===== src/rtl/imem_load_ctrl_pkg.sv =====
// Shared types and constants for the instruction-memory boot loader.
// Optional feature macro: IMEM_VERIFY_EN (read-back verification of the loaded program).
package imem_load_ctrl_pkg;

   localparam int LDC_DATA_WIDTH = 32;
   localparam int LDC_ADDR_WIDTH = 10;
   localparam int I_BRAM_DEPTH   = 256;

   typedef enum logic [2:0] {
      LDC_IDLE   = 3'd0,
      LDC_LOAD   = 3'd1,
      LDC_VERIFY = 3'd2,
      LDC_VDRAIN = 3'd3,
      LDC_LAUNCH = 3'd4,
      LDC_RUN    = 3'd5,
      LDC_ERROR  = 3'd6
   } ldc_state_t;

   typedef enum logic [1:0] {
      LDC_ERR_NONE   = 2'b00,
      LDC_ERR_COUNT  = 2'b01,
      LDC_ERR_VERIFY = 2'b10
   } ldc_err_t;

   // A program length is acceptable when it is non-zero and fits the I-BRAM.
   function automatic logic count_ok(input logic [8:0] wc, input int max_words);
      return (wc != 9'd0) && (int'({23'd0, wc}) <= max_words);
   endfunction

endpackage


===== src/rtl/imem_load_ctrl_if.sv =====
// Bus bundle between the boot loader and its surroundings: program stream,
// BRAM write port, BRAM read port and the PC control/feedback lines.
// master = loader side, slave = stream source / BRAM / PC side.
interface imem_load_ctrl_if
   import imem_load_ctrl_pkg::*;
#(
   parameter int DATA_WIDTH = LDC_DATA_WIDTH,
   parameter int ADDR_WIDTH = LDC_ADDR_WIDTH
) ();

   logic                  s_valid;
   logic [DATA_WIDTH-1:0] s_data;
   logic                  s_ready;

   logic [ADDR_WIDTH-1:0] mem_w_addr;
   logic [DATA_WIDTH-1:0] mem_w_dat;
   logic                  mem_w_enb;

   logic [DATA_WIDTH-1:0] mem_r_addr;
   logic                  mem_r_enb;
   logic [DATA_WIDTH-1:0] mem_r_dat;

   logic [DATA_WIDTH-1:0] pc_in;
   logic                  pc_stall;
   logic                  pc_load;

   modport master (
      input  s_valid, s_data, mem_r_dat, pc_in,
      output s_ready, mem_w_addr, mem_w_dat, mem_w_enb,
             mem_r_addr, mem_r_enb, pc_stall, pc_load
   );

   modport slave (
      output s_valid, s_data, mem_r_dat, pc_in,
      input  s_ready, mem_w_addr, mem_w_dat, mem_w_enb,
             mem_r_addr, mem_r_enb, pc_stall, pc_load
   );

endinterface


===== src/rtl/imem_load_ctrl_rd_mux.sv =====
// I-BRAM read-port arbiter: the running PC owns the port in LAUNCH/RUN, the
// verify walker owns it during read-back, otherwise the port is idle (addr 0).
module imem_load_ctrl_rd_mux #(
   parameter int DATA_WIDTH = 32
) (
   input  logic                  run_sel,
   input  logic                  ver_sel,
   input  logic [DATA_WIDTH-1:0] pc_addr,
   input  logic [DATA_WIDTH-1:0] ver_addr,
   output logic [DATA_WIDTH-1:0] r_addr,
   output logic                  r_enb
);

   logic ver_only;

   assign ver_only = ver_sel & ~run_sel;
   assign r_enb    = run_sel | ver_sel;

   // Per-bit AND-OR select; PC has priority, both deselected yields zero.
   for (genvar gi = 0; gi < DATA_WIDTH; gi++) begin : g_addr_bit
      assign r_addr[gi] = (run_sel & pc_addr[gi]) | (ver_only & ver_addr[gi]);
   end

endmodule


===== src/rtl/imem_load_ctrl.sv =====
// Boot sequencer for the instruction BRAM: stalls the PC, streams a program
// into I-BRAM over a valid/ready port, optionally verifies it by read-back
// (macro IMEM_VERIFY_EN), pulses a PC load and then hands the read port to
// the PC.
module imem_load_ctrl
   import imem_load_ctrl_pkg::*;
#(
   parameter int DATA_WIDTH = LDC_DATA_WIDTH,
   parameter int ADDR_WIDTH = LDC_ADDR_WIDTH,
   parameter int MAX_WORDS  = I_BRAM_DEPTH
) (
   input  logic        clk,
   input  logic        rst,
   input  logic        start,
   input  logic [8:0]  word_count,
   imem_load_ctrl_if.master bus,
   output logic        busy,
   output logic        running,
   output logic        err,
   output logic [1:0]  err_code
);

   ldc_state_t            state_reg;
   ldc_err_t              err_code_reg;
   logic [8:0]            count_reg;
   logic [8:0]            idx_reg;
   logic [DATA_WIDTH-1:0] csum_reg;
   logic                  s_ready_reg;
   logic                  mem_w_enb_reg;
   logic [ADDR_WIDTH-1:0] mem_w_addr_reg;
   logic [DATA_WIDTH-1:0] mem_w_dat_reg;
   logic                  pc_stall_reg;
   logic                  pc_load_reg;

   logic                  handshake;
   logic                  last_word;
   logic                  run_sel;
   logic                  ver_sel;
   logic [DATA_WIDTH-1:0] ver_addr;

   assign handshake = bus.s_valid & s_ready_reg;
   assign last_word = (idx_reg + 9'd1) == count_reg;
   assign run_sel   = (state_reg == LDC_LAUNCH) || (state_reg == LDC_RUN);

`ifdef IMEM_VERIFY_EN
   logic [8:0]            ridx_reg;
   logic [DATA_WIDTH-1:0] vsum_reg;

   assign ver_sel  = (state_reg == LDC_VERIFY);
   assign ver_addr = DATA_WIDTH'({ridx_reg, 2'b00});
`else
   logic unused_rd_dat;

   assign ver_sel       = 1'b0;
   assign ver_addr      = '0;
   assign unused_rd_dat = ^bus.mem_r_dat;
`endif

   // Boot FSM with its word counter, checksum and registered bus outputs.
   always_ff @(posedge clk) begin
      if (rst) begin
         state_reg      <= LDC_IDLE;
         err_code_reg   <= LDC_ERR_NONE;
         count_reg      <= '0;
         idx_reg        <= '0;
         csum_reg       <= '0;
         s_ready_reg    <= 1'b0;
         mem_w_enb_reg  <= 1'b0;
         mem_w_addr_reg <= '0;
         mem_w_dat_reg  <= '0;
         pc_stall_reg   <= 1'b1;
         pc_load_reg    <= 1'b0;
`ifdef IMEM_VERIFY_EN
         ridx_reg       <= '0;
         vsum_reg       <= '0;
`endif
      end else begin
         mem_w_enb_reg <= 1'b0;
         pc_load_reg   <= 1'b0;
         case (state_reg)
            LDC_IDLE, LDC_RUN, LDC_ERROR: begin
               if (start) begin
                  pc_stall_reg <= 1'b1;
                  if (!count_ok(word_count, MAX_WORDS)) begin
                     state_reg    <= LDC_ERROR;
                     err_code_reg <= LDC_ERR_COUNT;
                  end else begin
                     state_reg    <= LDC_LOAD;
                     err_code_reg <= LDC_ERR_NONE;
                     count_reg    <= word_count;
                     idx_reg      <= '0;
                     csum_reg     <= '0;
                     s_ready_reg  <= 1'b1;
                  end
               end
            end
            LDC_LOAD: begin
               if (handshake) begin
                  mem_w_enb_reg  <= 1'b1;
                  mem_w_addr_reg <= ADDR_WIDTH'({idx_reg, 2'b00});
                  mem_w_dat_reg  <= bus.s_data;
                  csum_reg       <= csum_reg ^ bus.s_data;
                  idx_reg        <= idx_reg + 9'd1;
                  if (last_word) begin
                     s_ready_reg <= 1'b0;
`ifdef IMEM_VERIFY_EN
                     state_reg   <= LDC_VERIFY;
                     ridx_reg    <= '0;
                     vsum_reg    <= '0;
`else
                     state_reg    <= LDC_LAUNCH;
                     pc_load_reg  <= 1'b1;
                     pc_stall_reg <= 1'b0;
`endif
                  end
               end
            end
`ifdef IMEM_VERIFY_EN
            LDC_VERIFY: begin
               // Read data lags the address by one cycle; nothing to fold in on the first one.
               if (ridx_reg != 9'd0) begin
                  vsum_reg <= vsum_reg ^ bus.mem_r_dat;
               end
               ridx_reg <= ridx_reg + 9'd1;
               if ((ridx_reg + 9'd1) == count_reg) begin
                  state_reg <= LDC_VDRAIN;
               end
            end
            LDC_VDRAIN: begin
               if ((vsum_reg ^ bus.mem_r_dat) == csum_reg) begin
                  state_reg    <= LDC_LAUNCH;
                  pc_load_reg  <= 1'b1;
                  pc_stall_reg <= 1'b0;
               end else begin
                  state_reg    <= LDC_ERROR;
                  err_code_reg <= LDC_ERR_VERIFY;
               end
            end
`endif
            LDC_LAUNCH: begin
               state_reg <= LDC_RUN;
            end
            default: begin
               state_reg <= LDC_IDLE;
            end
         endcase
      end
   end

   imem_load_ctrl_rd_mux #(
      .DATA_WIDTH (DATA_WIDTH)
   ) u_rd_mux (
      .run_sel  (run_sel),
      .ver_sel  (ver_sel),
      .pc_addr  (bus.pc_in),
      .ver_addr (ver_addr),
      .r_addr   (bus.mem_r_addr),
      .r_enb    (bus.mem_r_enb)
   );

   assign bus.s_ready    = s_ready_reg;
   assign bus.mem_w_enb  = mem_w_enb_reg;
   assign bus.mem_w_addr = mem_w_addr_reg;
   assign bus.mem_w_dat  = mem_w_dat_reg;
   assign bus.pc_stall   = pc_stall_reg;
   assign bus.pc_load    = pc_load_reg;

   assign busy     = (state_reg == LDC_LOAD) || (state_reg == LDC_VERIFY) ||
                     (state_reg == LDC_VDRAIN) || (state_reg == LDC_LAUNCH);
   assign running  = (state_reg == LDC_RUN);
   assign err      = (state_reg == LDC_ERROR);
   assign err_code = err_code_reg;

endmodule


===== src/flat_wrapper.sv =====
// flat-port wrapper written by rule: the top's interface ports become plain ports
module imem_load_ctrl_flat import imem_load_ctrl_pkg::*;
#(
   parameter int DATA_WIDTH = LDC_DATA_WIDTH,
   parameter int ADDR_WIDTH = LDC_ADDR_WIDTH,
   parameter int MAX_WORDS  = I_BRAM_DEPTH
)
  (clk, rst, start, word_count, busy, running, err, err_code, bus_s_valid, bus_s_data, bus_mem_r_dat, bus_pc_in, bus_s_ready, bus_mem_w_addr, bus_mem_w_dat, bus_mem_w_enb, bus_mem_r_addr, bus_mem_r_enb, bus_pc_stall, bus_pc_load);
  imem_load_ctrl_if #(.DATA_WIDTH(DATA_WIDTH), .ADDR_WIDTH(ADDR_WIDTH)) bus_i ();
  input  logic clk;
  input  logic rst;
  input  logic start;
  input  logic [8:0] word_count;
  output logic busy;
  output logic running;
  output logic err;
  output logic [1:0] err_code;
  input wire logic [$bits(bus_i.s_valid)-1:0] bus_s_valid;
  input wire logic [$bits(bus_i.s_data)-1:0] bus_s_data;
  input wire logic [$bits(bus_i.mem_r_dat)-1:0] bus_mem_r_dat;
  input wire logic [$bits(bus_i.pc_in)-1:0] bus_pc_in;
  output wire logic [$bits(bus_i.s_ready)-1:0] bus_s_ready;
  output wire logic [$bits(bus_i.mem_w_addr)-1:0] bus_mem_w_addr;
  output wire logic [$bits(bus_i.mem_w_dat)-1:0] bus_mem_w_dat;
  output wire logic [$bits(bus_i.mem_w_enb)-1:0] bus_mem_w_enb;
  output wire logic [$bits(bus_i.mem_r_addr)-1:0] bus_mem_r_addr;
  output wire logic [$bits(bus_i.mem_r_enb)-1:0] bus_mem_r_enb;
  output wire logic [$bits(bus_i.pc_stall)-1:0] bus_pc_stall;
  output wire logic [$bits(bus_i.pc_load)-1:0] bus_pc_load;
  assign bus_i.s_valid = bus_s_valid;
  assign bus_i.s_data = bus_s_data;
  assign bus_i.mem_r_dat = bus_mem_r_dat;
  assign bus_i.pc_in = bus_pc_in;
  assign bus_s_ready = bus_i.s_ready;
  assign bus_mem_w_addr = bus_i.mem_w_addr;
  assign bus_mem_w_dat = bus_i.mem_w_dat;
  assign bus_mem_w_enb = bus_i.mem_w_enb;
  assign bus_mem_r_addr = bus_i.mem_r_addr;
  assign bus_mem_r_enb = bus_i.mem_r_enb;
  assign bus_pc_stall = bus_i.pc_stall;
  assign bus_pc_load = bus_i.pc_load;
  imem_load_ctrl #(.DATA_WIDTH(DATA_WIDTH), .ADDR_WIDTH(ADDR_WIDTH), .MAX_WORDS(MAX_WORDS)) u_core (.clk(clk), .rst(rst), .start(start), .word_count(word_count), .bus(bus_i), .busy(busy), .running(running), .err(err), .err_code(err_code));
endmodule

===== config.mk =====
export PLATFORM = sky130hd
export DESIGN_NAME = imem_load_ctrl_flat
export DESIGN_NICKNAME = d
export VERILOG_FILES = /design/src/rtl/imem_load_ctrl_pkg.sv /design/src/rtl/imem_load_ctrl_if.sv /design/src/rtl/imem_load_ctrl_rd_mux.sv /design/src/rtl/imem_load_ctrl.sv /design/src/flat_wrapper.sv
export SDC_FILE = /design/constraint.sdc
export NUM_CORES = 1
export LEC_CHECK = 0
export CAP_MARGIN = 5
export CORE_UTILIZATION = 41
export CTS_CLUSTER_DIAMETER = 100
export DETAILED_ROUTE_END_ITERATION = 6
export PLACE_DENSITY_LB_ADDON = 0.15
export SLEW_MARGIN = 25
export SYNTH_ARGS = -nofsm -noshare
export SYNTH_HDL_FRONTEND = slang
export SYNTH_HIERARCHICAL = 1
export SYNTH_SLANG_ARGS = --single-unit

===== constraint.sdc =====
create_clock -name clk -period 3.6 [get_ports clk]
set_input_delay 0.72 -clock clk [delete_from_list [all_inputs] [get_ports clk]]
set_output_delay 0.72 -clock clk [all_outputs]
set_load 0.01 [all_outputs]

==> out/metrics.yaml <==
htree_levels: 3
cp_top_family: "buffers and inverters"
grt_pass1_vias: 3114
pre_cts_ws_ns: 0.844
internal_power_w: 0.00149
num_vias: 3494
antenna_cells: 0
p_leak_nw: 1.84
grt_use_total_pct: 20.7
final_nets: 700
crit_chain: "nor2b_2, buf_4, a22o_1, clkdlybuf4s50_1"
p_sw_w: 0.000683
hold_buffers: 0
hold_viol_final: 0
combPwrFrac_pct: 37.2
io_pins: 193
via_per_inst: 5.02
p_total_w: 0.00218
clock_latency_ns: 0.33
drv_slew: 0
sw_frac_of_total_pct: 31.4
fillers: 694
routed_wl_mm: 8.86
crit_required_ns: 2.88
core_area_sq_um: 7770
gp_congestion: 0.860
fin_hold_ws_ns: 0.453
place_hpwl_mm: 6.36
drc: 0
synth_cell_types: 55
path_class: "reg2out"
path_max_fanout: 37
fin_tns_setup_ns: 0
setup_violations: 0
hold_path.class: "reg2reg"
drtIter0Drc: 153
run_status: "complete, no violations"
synthFlopType: "dfxtp_1"
syn_inst: 417
yosysWarnings: 6
first_pass_iters: 4
rrSetupSlack_ns: 1.28
dieHeight_microns: 91.9
power_frac_seq_pct: 37.9
slew-limit-headroom_pct: 48.1
cpPeakStageDelay_ns: 0.63
syn_area_sq_um: 3320
cts_setup_buffers: 0
port_buffers: 157
min_period_ns: 3.01
cts.sinks: 66
synth-seq-cells: 66
worstMarginPinSlew_ns: 0.778
cts_tree: "yes"
regArea_sq_um: 1320
wl_per_cell_microns: 12.7
grt_overflow: 0
rows: 32
timing.final.crit_share_pct: 83.7
antenna_found_initial: 0
critical_path_buf_inv_count: 2
cts-root-buf: "clkbuf_8"
fin_worst_skew_ns: 0.00566
area_growth_pct: 55.5
synth-seq-area-share_pct: 39.8
cp-start-kind: "flop"
async_flop_share_pct: 0
dieWidth_microns: 91.9
postRouteAntennaNets: 0
synth-edff-count: 0
rsz0062_at_grt: "no"
worst_slack_ns: 0.587
grt_pass1_wl_mm: 14.2
clkTransAtPathRegs_ns: 0.07
drive_gt1_share_pct: 6.06
multiInputGateArea_sq_um: 1920
crit_arrival_ns: 2.29
cts_made_buffers: 9
largest_reg_flops: 32
synth.avg_cell_area_sq_um: 7.95
clock.fmax_mhz: 332
pwr-share-clk_pct: 24.9
start_util_pct: 42.7
grt_max_degree: 44
fp.dieArea_sq_um: 8450
power.density_nw_per_um2: 422
cts_buffer_depth: 2
drv_cap: 0
endpoint_kind: "output pin"
slowest_stage: "dfxtp_1"
cts_resized: 0
irDropWorstVdd_mv: 0.311
layout by cell type (no fill, tap or decap), types with 2 or more instances in the layout:
master	Yosys	final
nand2_2	2	2
a21oi_1	62	62
and3_1	4	3
nand2_1	106	106
xnor2_1	6	6
conb_1	1	40
a211oi_1	3	3
nand2b_1	7	7
nand3_1	13	12
a22o_1	29	29
clkbuf_1	8	2
nand3_2	2	3
o21ai_1	7	7
nor2_1	8	8
a31oi_1	3	3
o21ai_0	3	3
and2_1	2	2
a41oi_1	2	2
dfxtp_1	66	66
nor4_2	4	4
buf_4	8	5
a31o_1	2	2
o21a_1	4	4
clkbuf_8	0	11
nor3_1	6	6
and3_2	1	2
clkdlybuf4s50_1	0	156
a311oi_1	4	4
o22ai_1	2	2
xor2_1	5	5
cells in the mapped netlist (all sizes together) (5+ instances only):
library cell	count	area share [%]
a21oi	62	9.4
a22o	29	7.7
and3	5	0.98
buf	31	5.7
clkbuf	8	0.91
dfxtp	66	40
nand2	108	12
nand2b	7	1.3
nand3	15	2.6
nor2	8	0.91
nor3	7	1.2
o21ai	10	1.5
xnor2	6	1.6
xor2	6	1.8
tightest hold or removal path, cell delays in order, from the launching register on:
cell and delay [ns]:
dfxtp_1 0.31, nand2_1 0.05, a21oi_1 0.05
metal layers:
metal	vias to the layer above	routed length [microns]	global-route usage, %
met3	14	522	5.47
met4	0	113	6.12
met5	-	0	0
met1	1608	3830	23.6
met2	109	4400	37.7
li1	1763	-	-
logic make-up after synthesis:
logic type,count (synthesis),share of synthesized area (%)
mux,1,0.302
simple gates,164,23.5
flops,66,39.8
compound gates,130,25.4
fa+ha+maj,2,0.679
xor+xnor,12,3.40
buf+inv,41,6.83
other cells,1,0.113
worst paths after layout:
check                                                            end                            startpoint  cells after the start
worst max-delay path                               bus_mem_r_addr[6]      u_core/state_reg[2]$_SDFFE_PP0P_                      4
worst min-delay path            u_core/bus.mem_w_dat[3]$_SDFFE_PP0P_  u_core/bus.mem_w_dat[3]$_SDFFE_PP0P_                      2
worst max register to register      u_core/state_reg[0]$_SDFFE_PP0P_        u_core/idx_reg[0]$_SDFFE_PP0P_                      7
worst min register to register  u_core/bus.mem_w_dat[3]$_SDFFE_PP0P_  u_core/bus.mem_w_dat[3]$_SDFFE_PP0P_                      2
area by class of cell:
cell class              instances  share of cell area [%]
inverters                       2                   0.146
well taps                     102                    2.48
clock inverters                 2                   0.243
clock buffers                  13                    3.08
flip-flops and latches         66                    25.6
repair buffers                162                    31.1
multi-input cells             349                    37.3
power groups by stage:
stage,Sequential [W],Clock (W),Combinational (W)
floorplan,0.000818,0,0.000477
global placement,0.000837,0,0.000789
detailed placement,0.000840,0,0.000803
CTS,0.000824,0.000560,0.000805
global route,0.000831,0.000597,0.000874
finish,0.000825,0.000542,0.000809
metrics by stage:
step / util (%) / std cells / cell area, sq um
after floorplan: - / 456 / 3460
after global placement: 64.2 / 681 / 4980
after detailed placement: 64.2 / 681 / 4980
after CTS: 66.4 / 696 / 5150
after global routing: 66.4 / 696 / 5150
final: 66.4 / 696 / 5150
(Power assumes the default switching activity.)
